$ cat src/rtl/regfile_wb_arbiter.sv
// Round-robin arbiter for the register-file write port: picks one of three
// writeback sources per cycle and drives a one-hot load enable plus write data.
module regfile_wb_arbiter #(
  parameter int WIDTH  = 16,
  parameter int NREG   = 8,
  parameter int ADDR_W = 3,
  parameter int NREQ   = 3
) (
  input  logic              CLK,
  input  logic              reset,
  input  logic              stall,
  input  logic [2:0]        req,
  input  logic [ADDR_W-1:0] addr0,
  input  logic [ADDR_W-1:0] addr1,
  input  logic [ADDR_W-1:0] addr2,
  input  logic [WIDTH-1:0]  data0,
  input  logic [WIDTH-1:0]  data1,
  input  logic [WIDTH-1:0]  data2,
  output logic [2:0]        gnt,
  output logic [NREG-1:0]   L_out,
  output logic [WIDTH-1:0]  D_out,
  output logic              wr_err,
  output logic              busy,
  output logic [1:0]        rr_ptr
);

  // Handshake: req[i] is a level request; the requester holds req/addr/data
  // until it sees gnt[i]=1, and must drop or renew them during that cycle.

  localparam logic [ADDR_W:0]  NREG_V = (ADDR_W + 1)'(NREG);
  localparam logic [NREG-1:0]  ONE_L  = {{(NREG-1){1'b0}}, 1'b1};

  logic [1:0]        idx0, idx1, idx2;
  logic              win;
  logic [1:0]        win_idx;
  logic [ADDR_W-1:0] sel_addr;
  logic [WIDTH-1:0]  sel_data;
  logic              addr_ok;

  function automatic logic [1:0] inc3(input logic [1:0] v);
    return (v == 2'd2) ? 2'd0 : v + 2'd1;
  endfunction

  assign busy = |req;

  // Search order starts at rr_ptr and walks upward modulo 3.
  always_comb begin
    idx0    = rr_ptr;
    idx1    = inc3(idx0);
    idx2    = inc3(idx1);
    win     = 1'b1;
    win_idx = idx0;
    if (req[idx0])      win_idx = idx0;
    else if (req[idx1]) win_idx = idx1;
    else if (req[idx2]) win_idx = idx2;
    else                win = 1'b0;
  end

  always_comb begin
    sel_addr = addr0;
    sel_data = data0;
    case (win_idx)
      2'd1:    begin sel_addr = addr1; sel_data = data1; end
      2'd2:    begin sel_addr = addr2; sel_data = data2; end
      default: begin sel_addr = addr0; sel_data = data0; end
    endcase
    addr_ok = ({1'b0, sel_addr} < NREG_V);
  end

  always_ff @(posedge CLK) begin
    if (reset) begin
      gnt    <= '0;
      L_out  <= '0;
      D_out  <= '0;
      wr_err <= 1'b0;
      rr_ptr <= 2'd0;
    end else if (stall || !win) begin
      gnt    <= '0;
      L_out  <= '0;
      wr_err <= 1'b0;
    end else begin
      gnt    <= 3'b001 << win_idx;
      D_out  <= sel_data;
      L_out  <= addr_ok ? (ONE_L << sel_addr) : '0;
      wr_err <= !addr_ok;
      // Pointer advances even on an out-of-range grant so the bad writer
      // cannot monopolise the port.
      rr_ptr <= inc3(win_idx);
    end
  end

endmodule

$ cat config.mk
export PLATFORM = sky130hd
export DESIGN_NAME = regfile_wb_arbiter
export DESIGN_NICKNAME = d
export VERILOG_FILES = /design/src/rtl/regfile_wb_arbiter.sv
export SDC_FILE = /design/constraint.sdc
export NUM_CORES = 1
export LEC_CHECK = 0
export BUFFER_PORTS_ARGS = -buffer_cell sky130_fd_sc_hd__buf_2
export CORE_MARGIN = 3
export CORE_UTILIZATION = 37
export CTS_CLUSTER_DIAMETER = 60
export DETAILED_ROUTE_END_ITERATION = 16
export GPL_TIMING_DRIVEN = 0
export PLACE_DENSITY = 0.75
export SLEW_MARGIN = 0
export SYNTH_ARGS = -nofsm -noshare
export SYNTH_HDL_FRONTEND = slang
export SYNTH_SLANG_ARGS = --single-unit
$ cat constraint.sdc
create_clock -name CLK -period 2 [get_ports CLK]
set_input_delay 0.2 -clock CLK [delete_from_list [all_inputs] [get_ports CLK]]
set_output_delay 0.2 -clock CLK [all_outputs]
set_load 0.02 [all_outputs]
==> flow_summary.json, run 1 <==
{
  "drv_cap": 0,
  "antennaDiodeCount": 0,
  "hold_viol_final": 0,
  "grt_overflow": 0,
  "synth.yosys.seq_area_share_pct": 41.6,
  "dr.pass1.iters": 4,
  "endpoint": "L_out[3]$_SDFF_PP0_",
  "htree_levels": 2,
  "post_synth.cell_area_avg_um2": 7.89,
  "clock_path_buffers": 2,
  "hold_ws_ps": 136,
  "critPathRequiredTime_ps": 2210,
  "coreArea_um2": 3490,
  "routedWlPerCell_um": 13.3,
  "dpl-instance-area_um2": 1940,
  "port_buffers": 92,
  "whs_path_depth": 2,
  "synth_nets": 244,
  "drcViolationCount": 0,
  "reg2reg_depth": 9,
  "regToRegSetupSlack_ps": 80,
  "timing.fmax_mhz": 520,
  "syn_to_final_growth_pct": 55.0,
  "antenna_found_initial": 0,
  "cts.clk_slew.worst_paths_ps": 70,
  "worstMarginPinSlew_ps": 520,
  "vias": 1644,
  "yosysWarnings": 0,
  "worst_setup_path_end_kind": "flip-flop",
  "grt_pass1_wl_mm": 6.73,
  "wirelength_mm": 4.35,
  "crit_slowest_cell": "dfxtp_4",
  "powerDensity_nw_per_um2": 797,
  "skew_ps": 6.23,
  "outcome": "finished clean",
  "worstSetupStartpointType": "flip-flop",
  "slew_viol_final": 0,
  "dpl.hpwl_mm": 3.22,
  "r2r_end": "L_out[3]$_SDFF_PP0_",
  "fin_crit_ps": 1920,
  "vdd_drop_max_v": 0.000422,
  "setup_viol": 0,
  "synth.cell_area_um2": 1400,
  "dp.cells": 315,
  "crit_arrival_ps": 2130,
  "timing.final.crit_share_pct": 96.1,
  "via_per_inst": 5.03,
  "min_path_type": "in -> reg",
  "path_max_fanout": 6,
  "die_y_um": 67.4,
  "grt_pass1_vias": 1505,
  "cts_root_buf": "clkbuf_8",
  "postSynthCellCount": 177,
  "clock_latency_ps": 270,
  "cts_inserted_buffers": 5,
  "rr_startpoint": "rr_ptr[0]$_SDFFE_PP0N_",
  "fin_cells": 327,
  "maxSlewHeadroom_pct": 65.3,
  "postRouteAntennaNets": 0,
  "initial_core_util_pct": 40.0,
  "die-area_um2": 4550,
  "p_leak_nw": 1.07,
  "ys_ff_latch": 29,
  "startpoint": "rr_ptr[0]$_SDFFE_PP0N_",
  "fin_nets": 347,
  "drt_iter0_drc": 74,
  "place.gp.congestion": 0.783,
  "grt_max_degree": 11,
  "max_stage_delay_ps": 370,
  "rows": 21,
  "drive_gt1_share_pct": 47.3,
  "cts.sinks": 29,
  "cp_cell_sequence": "inv_1, a211o_1, o311ai_4, inv_2, ha_4, a22oi_1, a21oi_2, or2_1, nor2_1",
  "critPathKind": "reg -> reg",
  "cts_tree": "done",
  "track_usage_pct": 19.6,
  "finish.instance_area_um2": 2160,
  "ys_types": 28,
  "io_pins": 94,
  "fp.dieW_um": 67.4
}
==> kinds of logic after synthesis <==
family,count (synthesis),share of synthesized area (%)
compound gates,65,30.5
simple gates,56,15.7
flops,29,41.6
buf+inv,20,6.99
fa+ha+maj,4,3.58
mux,2,1.43
other cells,1,0.269
==> worst max-delay path, delay by kind of cell (launching register included) <==
family	cells	cell delay, ps
AND/OR/NAND/NOR	2	370
flip-flops	1	370
AO/OA/AOI/OAI	4	730
adder cells (fa/ha/maj)	1	200
buffers and inverters	2	170
==> stage by stage <==
step	TNS [ps]	util, %	worst slack, ps	power [mW]
5_1_grt	-106	61.9	-24.4	1.84
6_report	0	61.9	78.1	1.73
3_3_place_gp	-5610	55.4	-297	1.18
3_5_place_dp	-5730	55.4	-279	1.19
4_1_cts	-6.73	58.9	-6.73	1.68
2_1_floorplan	0	-	22.7	1.01
==> routing by layer <==
metal | up-vias | part of all wire [%] | wire length, um | track usage, %
li1 | 833 | - | - | -
met1 | 733 | 43 | 1870 | 23.1
met2 | 74 | 48 | 2090 | 33.9
met3 | 4 | 8.1 | 353 | 6.16
met4 | 0 | 0.74 | 32 | 6.08
met5 | - | 0 | 0 | 0
==> synthesized netlist by cell type <==
library cell / number / area (um2)
nor2b_1: 1 / 6.26
dfxtp_1: 29 / 581
buf_4: 1 / 7.51
nor3_1: 2 / 10.0
ha_1: 4 / 50.1
a21o_1: 2 / 15.0
nand3_1: 1 / 5.00
mux2i_1: 2 / 20.0
o311ai_1: 1 / 8.76
o22ai_1: 17 / 106
a211o_1: 2 / 17.5
buf_2: 3 / 15.0
a32oi_1: 1 / 8.76
a21oi_2: 1 / 8.76
o211ai_1: 1 / 7.51
clkinv_1: 1 / 3.75
o21ai_0: 17 / 85.1
inv_1: 6 / 22.5
conb_1: 1 / 3.75
nand2_1: 37 / 139
nor2_1: 14 / 52.6
a21oi_1: 3 / 15.0
or2_1: 1 / 6.26
buf_6: 2 / 22.5
buf_1: 3 / 11.3
a21bo_1: 1 / 10.0
clkbuf_1: 4 / 15.0
a22oi_1: 19 / 143
==> cells in the final DEF, fill, tap and decap left out, types with 2 or more instances in the layout <==
cell | Yosys | final
a211o_1 | 2 | 2
a21o_1 | 2 | 2
a21oi_2 | 1 | 4
a22oi_1 | 19 | 16
a22oi_2 | 0 | 3
buf_2 | 3 | 95
buf_4 | 1 | 7
buf_6 | 2 | 2
buf_8 | 0 | 2
clkbuf_8 | 0 | 5
clkinv_2 | 0 | 2
dfxtp_1 | 29 | 27
ha_4 | 0 | 3
inv_1 | 6 | 5
mux2i_1 | 2 | 2
nand2_1 | 37 | 37
nor2_1 | 14 | 12
nor2_2 | 0 | 2
nor3_1 | 2 | 2
o21ai_0 | 17 | 15
o21ai_1 | 0 | 2
o22ai_1 | 17 | 17
==> power breakdown <==
group / switching, mW / internal, mW / total, mW
Clock: 0.222 / 0.239 / 0.461
Combinational: 0.345 / 0.262 / 0.607
Sequential: 0.0272 / 0.630 / 0.657
==> area by class of cell <==
class                           instances  area (um2)
Multi-Input combinational cell        128         812
Timing Repair Buffer                   98         503
Clock inverter                          3        17.5
Inverter                                7        26.3
Buffer                                 11        93.8
Tap cell                               46        57.6
Clock buffer                            5        68.8
Sequential cell                        29         586
Fill cell                             335        1330
==> flip-flops by register name (all words and copies together) (netlist names) <==
register,flops
D_out,16
L_out,8
gnt,3
rr_ptr,2
==> worst min-delay path by stage <==
stage	from	endpoint	slack [ps]
floorplan	reset	rr_ptr[0]$_SDFFE_PP0N_	260
global placement	reset	rr_ptr[0]$_SDFFE_PP0N_	410
detailed placement	reset	rr_ptr[0]$_SDFFE_PP0N_	410
CTS	reset	rr_ptr[0]$_SDFFE_PP0N_	120
global route	reset	rr_ptr[1]$_SDFFE_PP0N_	140
finish	reset	rr_ptr[0]$_SDFFE_PP0N_	140
==> repair_timing <==
action / in CTS / in global routing
setup endpoints to repair: 24 / 23
hold buffers: 0 / 0
cloned: 0 / 0
setup buffers: 2 / 4
pin swaps: 2 / 5
resized for setup: 9 / 19
No activity file was read; power rests on OpenSTA's default activity.
==> inputs of run 2 (changes only) <==
--- a/config.mk
+++ b/config.mk
@@ -7,11 +7,12 @@
 export LEC_CHECK = 0
 export BUFFER_PORTS_ARGS = -buffer_cell sky130_fd_sc_hd__buf_2
 export CORE_MARGIN = 3
-export CORE_UTILIZATION = 37
+export CORE_UTILIZATION = 39
+export CTS_BUF_LIST = sky130_fd_sc_hd__clkbuf_8
 export CTS_CLUSTER_DIAMETER = 60
 export DETAILED_ROUTE_END_ITERATION = 16
 export GPL_TIMING_DRIVEN = 0
-export PLACE_DENSITY = 0.75
+export PLACE_DENSITY = 0.79
 export SLEW_MARGIN = 0
 export SYNTH_ARGS = -nofsm -noshare
 export SYNTH_HDL_FRONTEND = slang
==> constraint.sdc (replaced) <==
create_clock -name CLK -period 2 [get_ports CLK]
set_input_delay 0.3 -clock CLK [delete_from_list [all_inputs] [get_ports CLK]]
set_output_delay 0.3 -clock CLK [all_outputs]
set_load 0.02 [all_outputs]
==> flow_summary.json, run 2 (synthesized netlist as in run 1, its figures left out) <==
{
  "routedWlPerCell_um": 12.8,
  "tns_ps": 0,
  "max_stage_delay_ps": 370,
  "final_common_cell": "buf_2",
  "worstMarginPinSlew_ps": 548,
  "antenna_found_initial": 0,
  "via_per_inst": 5.06,
  "holdCritStartpoint": "reset",
  "most-common-layout-cells": "buf_2, nand2_1, dfxtp_1, o22ai_1, a22oi_1",
  "drv_cap": 0,
  "largest-register": "D_out",
  "cts_tree": "done",
  "crit_arrival_ps": 2140,
  "clock_path_buffers": 2,
  "track_usage_pct": 18.9,
  "cts.sinks": 29,
  "critPathRequiredTime_ps": 2220,
  "outcome": "finished clean",
  "antennaDiodeCount": 0,
  "setup_viol": 0,
  "multiInputGateArea_um2": 795,
  "hold_ws_ps": 218,
  "r2r_end": "L_out[3]$_SDFF_PP0_",
  "whs_path_depth": 2,
  "reg_top3": "D_out: 16 flops, L_out: 8 flops, gnt: 3 flops",
  "vdd_drop_max_v": 0.000406,
  "io_pins": 94,
  "timing.fmax_mhz": 522,
  "maxSlewHeadroom_pct": 63.4,
  "fp.dieW_um": 65.8,
  "cts_root_buf": "clkbuf_8",
  "largest_reg_flops": 16,
  "crit_slowest_cell": "dfxtp_4",
  "postRouteAntennaNets": 0,
  "dpl.hpwl_mm": 3.04,
  "hold_viol_final": 0,
  "powerDensity_nw_per_um2": 799,
  "drcViolationCount": 0,
  "die-area_um2": 4330,
  "cp_cell_sequence": "inv_1, a211o_1, o311ai_4, inv_2, ha_4, buf_8, a21oi_1, or2_1, nor2_1",
  "grt_overflow": 0,
  "rr_startpoint": "rr_ptr[0]$_SDFFE_PP0N_",
  "drive_gt1_share_pct": 45.9,
  "worst_setup_path_end_kind": "flip-flop",
  "fin_nets": 347,
  "die_y_um": 65.8,
  "port_buffers": 92,
  "final-seq-area_um2": 586,
  "grt_pass1_wl_mm": 6.18,
  "min_path_type": "in -> reg",
  "reg2reg_depth": 9,
  "cts_inserted_buffers": 5,
  "p_leak_nw": 1.07,
  "place.gp.congestion": 0.722,
  "htree_levels": 2,
  "path_max_fanout": 10,
  "wirelength_mm": 4.20,
  "slew_viol_final": 0,
  "clock_latency_ps": 280,
  "n_fill_cell": 308,
  "drt_iter0_drc": 44,
  "worstSetupStartpointType": "flip-flop",
  "fin_crit_ps": 1920,
  "rows": 21,
  "dr.pass1.iters": 4,
  "regToRegSetupSlack_ps": 80,
  "initial_core_util_pct": 41.2,
  "cts.clk_slew.worst_paths_ps": 60,
  "rsz0062_at_grt": "true",
  "grt_pass1_vias": 1408,
  "skew_ps": 3.92,
  "syn_to_final_growth_pct": 53.9,
  "timing.final.crit_share_pct": 95.9,
  "vias": 1655,
  "grt_max_degree": 11,
  "coreArea_um2": 3390,
  "worstHoldEndpoint": "rr_ptr[0]$_SDFFE_PP0N_",
  "critPathKind": "reg -> reg"
}
==> run 2: timing repair <==
action                                  CTS  global route
hold buffers                              0             0
gates resized for setup                   9            17
pin swaps                                 1             5
setup buffers                             2             4
endpoints found under the setup margin   24            24
==> run 2: layout make-up <==
type                            instances  area share [%]
Multi-Input combinational cell        128            37.0
Sequential cell                        29            27.2
Timing Repair Buffer                   98            23.4
Buffer                                 11            4.54
Clock buffer                            5            3.20
Tap cell                               46            2.68
Inverter                                7            1.22
Clock inverter                          3           0.757
==> run 2: stage by stage <==
step / util [%] / instance area, um2 / power [mW] / cells / setup slack [ps]
floorplan: - / 1420 / 1.01 / 177 / 22.7
global placement: 57.1 / 1940 / 1.18 / 315 / -393
detailed placement: 57.1 / 1940 / 1.19 / 315 / -438
CTS: 60.9 / 2060 / 1.67 / 323 / 9.98
global route: 63.4 / 2150 / 1.82 / 327 / -32.4
finish: 63.4 / 2150 / 1.72 / 327 / 82.9
==> run 2: worst max-delay path by stage <==
| stage | startpoint | to | slack [ps] | cells after the start |
|---|---|---|---|---|
| floorplan | rr_ptr[0]$_SDFFE_PP0N_ | D_out[4]$_SDFFE_PP0N_ | 20 | 11 |
| global placement | req[1] | D_out[1]$_SDFFE_PP0N_ | -390 | 11 |
| detailed placement | req[1] | D_out[1]$_SDFFE_PP0N_ | -440 | 11 |
| CTS | rr_ptr[0]$_SDFFE_PP0N_ | D_out[12]$_SDFFE_PP0N_ | 10 | 9 |
| global route | rr_ptr[0]$_SDFFE_PP0N_ | D_out[6]$_SDFFE_PP0N_ | -30 | 10 |
| finish | rr_ptr[0]$_SDFFE_PP0N_ | L_out[3]$_SDFF_PP0_ | 80 | 9 |
==> run 2: worst max-delay path, delay by kind of cell, from the launching register on <==
family,cells,cell delay [ps]
flops,1,370
compound gates,3,490
simple gates,2,370
buf+inv,3,310
fa+ha+maj,1,320
==> run 2: routing by layer <==
layer  wire, um  global-route usage, %
met2       1980                   29.7
met3        399                   7.31
met5          0                      0
met4         28                   6.99
met1       1790                   23.2
==> run 2: power breakdown <==
part | switching, mW | internal (mW) | total (mW)
clock network | 0.221 | 0.240 | 0.461
registers | 0.0258 | 0.630 | 0.656
logic | 0.341 | 0.259 | 0.600
total | 0.588 | 1.13 | 1.72
==> inputs of run 3 (changes only) <==
--- a/config.mk
+++ b/config.mk
@@ -5,14 +5,15 @@
 export SDC_FILE = /design/constraint.sdc
 export NUM_CORES = 1
 export LEC_CHECK = 0
+export ABC_AREA = 1
 export BUFFER_PORTS_ARGS = -buffer_cell sky130_fd_sc_hd__buf_2
 export CORE_MARGIN = 3
-export CORE_UTILIZATION = 39
+export CORE_UTILIZATION = 41
 export CTS_BUF_LIST = sky130_fd_sc_hd__clkbuf_8
 export CTS_CLUSTER_DIAMETER = 60
 export DETAILED_ROUTE_END_ITERATION = 16
 export GPL_TIMING_DRIVEN = 0
-export PLACE_DENSITY = 0.79
+export PLACE_DENSITY = 0.78
 export SLEW_MARGIN = 0
 export SYNTH_ARGS = -nofsm -noshare
 export SYNTH_HDL_FRONTEND = slang
==> flow_summary.json, run 3 <==
{
  "r2r_end": "D_out[12]$_SDFFE_PP0N_",
  "pre_cts_ws_ps": -325,
  "initial_core_util_pct": 43.6,
  "vias": 1966,
  "io_pins": 94,
  "via_per_inst": 4.81,
  "worst_setup_path_end_kind": "flip-flop",
  "fin_nets": 427,
  "post_synth.cell_area_avg_um2": 6.77,
  "regToRegSetupSlack_ps": -110,
  "most-common-layout-cells": "buf_2, nand2_1, nor2_1, dfxtp_1, buf_4",
  "largest-register": "D_out",
  "layout_setup_ws_ps": -114,
  "max_stage_delay_ps": 380,
  "postRouteAntennaNets": 0,
  "critPathRequiredTime_ps": 2180,
  "ys.flop_type": "dfxtp_1",
  "worstSetupStartpointType": "flip-flop",
  "reg2reg_depth": 16,
  "clock_path_buffers": 2,
  "crit_slowest_cell": "dfxtp_4",
  "cts_hold_buf": 0,
  "n_fill_cell": 325,
  "grt_pass1_vias": 1878,
  "crit_buf_inv": 4,
  "ys_ff_latch": 29,
  "fin_crit_ps": 2110,
  "drcViolationCount": 0,
  "timing.fmax_mhz": 473,
  "drv_cap": 0,
  "grt_overflow": 0,
  "postSynthCellCount": 243,
  "outcome": "complete, but fails checks",
  "grt_pass1_wl_mm": 8.18,
  "yosys-top-cells-count": "nand2_1, nor2_1, dfxtp_1",
  "cts.clk_slew.worst_paths_ps": 70,
  "synth.yosys.seq_area_share_pct": 35.3,
  "syn_to_final_growth_pct": 57.6,
  "holdCritStartpoint": "reset",
  "antenna_found_initial": 0,
  "cp_cell_sequence": "buf_4, nand3_1, nand4_1, nand2_1, nand2_1, nand2_1, nand2_2, nand2_4, inv_4, ha_4, clkinv_4, clkbuf_8, nand2_1, nand2_2, o21ai_1, nor2_1",
  "dr.pass1.iters": 4,
  "coreArea_um2": 3770,
  "clock_latency_ps": 280,
  "largest_reg_flops": 16,
  "track_usage_pct": 20.8,
  "dp.cells": 383,
  "p_leak_nw": 1.40,
  "path_max_fanout": 7,
  "failed_checks": "negative setup slack",
  "yosysWarnings": 0,
  "grt_max_degree": 11,
  "vdd_drop_max_v": 0.000593,
  "drt_iter0_drc": 107,
  "die_y_um": 69.3,
  "synth_top_cell_by_area": "dfxtp_1",
  "yosysMostFrequentCell": "nand2_1",
  "synth_edf_count": 0,
  "drive_gt1_share_pct": 47.6,
  "place.gp.congestion": 0.713,
  "synth.cell_area_um2": 1640,
  "htree_levels": 2,
  "worstHoldEndpoint": "gnt[0]$_SDFF_PP0_",
  "cts_root_buf": "clkbuf_8",
  "wirelength_mm": 5.19,
  "crit_family": "simple AND/OR/NAND/NOR gates",
  "cts.sinks": 29,
  "fin_cells": 409,
  "port_buffers": 92,
  "final_common_cell": "buf_2",
  "rows": 22,
  "synth_nets": 310,
  "dpl.hpwl_mm": 3.45,
  "crit_top_cell": "nand2_1",
  "hold_viol_final": 0,
  "synth-async-reset-ratio_pct": 0,
  "rr_startpoint": "rr_ptr[0]$_SDFFE_PP0N_",
  "antennaDiodeCount": 0,
  "powerDensity_nw_per_um2": 1140,
  "min_path_type": "in -> reg",
  "crit_arrival_ps": 2290,
  "fp.dieW_um": 69.3,
  "cts_tree": "done",
  "netlist.area_leader.share_pct": 35.3,
  "setup_viol": 24,
  "critPathKind": "reg -> reg",
  "timing.final.crit_share_pct": 106,
  "whs_path_depth": 4,
  "cts_inserted_buffers": 5,
  "slew_viol_final": 0,
  "reg_top3": "D_out: 16 flops, L_out: 8 flops, gnt: 3 flops",
  "routedWlPerCell_um": 12.7,
  "die-area_um2": 4810,
  "final_util_pct": 68.7,
  "synthTopCellsByArea": "dfxtp_1, nand2_1, nor2_1",
  "ys_types": 29,
  "rsz0062_at_grt": "true",
  "skew_ps": 4.96
}
[run 3: cell count changes in the layout (fill, tap and decap cells not counted), sizes merged, moves of 6 or more]
cell   delta
inv       +8
a22o     +18
a22oi    -19
nor2     +38
buf      +14
o21ai     +6
nand2    +37
o22ai    -17
[run 3: worst max-delay path by stage]
stage,end,startpoint,depth (start not counted),slack [ps]
floorplan,L_out[4]$_SDFF_PP0_,rr_ptr[1]$_SDFFE_PP0N_,16,-80
global placement,D_out[12]$_SDFFE_PP0N_,rr_ptr[1]$_SDFFE_PP0N_,17,-290
detailed placement,D_out[12]$_SDFFE_PP0N_,rr_ptr[1]$_SDFFE_PP0N_,16,-330
CTS,D_out[12]$_SDFFE_PP0N_,rr_ptr[0]$_SDFFE_PP0N_,14,-20
global route,L_out[6]$_SDFF_PP0_,rr_ptr[0]$_SDFFE_PP0N_,15,-250
finish,D_out[12]$_SDFFE_PP0N_,rr_ptr[0]$_SDFFE_PP0N_,16,-110
[run 3: worst register-to-register path: cells and delay by family (launching register included)]
| kind | cells | cell delay, ps |
|---|---|---|
| adder cells (fa/ha/maj) | 1 | 300 |
| flip-flops | 1 | 380 |
| AND/OR/NAND/NOR | 10 | 770 |
| buffers and inverters | 4 | 440 |
| AO/OA/AOI/OAI | 1 | 140 |
[run 3: repair_timing]
item,in CTS,in global routing
setup endpoints to repair,24,24
hold endpoints to repair,0,0
gates resized for setup,26,20
gates cloned,1,0
pin swaps,8,16
setup buffers,12,8
[run 3: kinds of logic after synthesis]
group	count (synthesis)	synth area share (%)
AO/OA/AOI/OAI	48	19.6
adder cells (fa/ha/maj)	4	3.04
buffers and inverters	30	9.51
flip-flops	29	35.3
other	1	0.228
AND/OR/NAND/NOR	131	32.3
[run 3: cell type report]
cell class	instances	area [um2]	share of cell area, %
multi-input combinational	184	1050	40.6
timing repair buffer	113	618	23.9
sequential	29	588	22.7
buffer	12	125	4.83
clock buffer	5	68.8	2.66
inverter	15	66.3	2.56
tap	48	60.1	2.32
clock inverter	3	13.8	0.531
[run 3: per-stage QoR]
stage / hold WS (ps) / instance area, um2 / TNS (ps) / total power, mW
finish: 339 / 2590 / -1470 / 2.95
floorplan: 443 / 1690 / -1070 / 1.71
CTS: 313 / 2470 / -24.4 / 2.79
detailed placement: 470 / 2210 / -5250 / 2.06
global placement: 458 / 2210 / -4650 / 2.04
global route: 345 / 2590 / -5120 / 3.15
[run 3: power by group]
| group | total (mW) | internal, mW | switching, mW |
|---|---|---|---|
| registers | 0.735 | 0.676 | 0.0590 |
| clock network | 0.459 | 0.235 | 0.224 |
| logic | 1.76 | 0.798 | 0.959 |
[run 3: metal layers]
metal	GRT usage, %	share of wire, %	vias to the layer above	routed length, um
li1	-	-	1014	-
met1	22.6	39	856	2020
met2	37.6	51	83	2660
met3	5.36	7.2	13	374
met4	9.54	2.7	0	138
met5	0	0	-	0
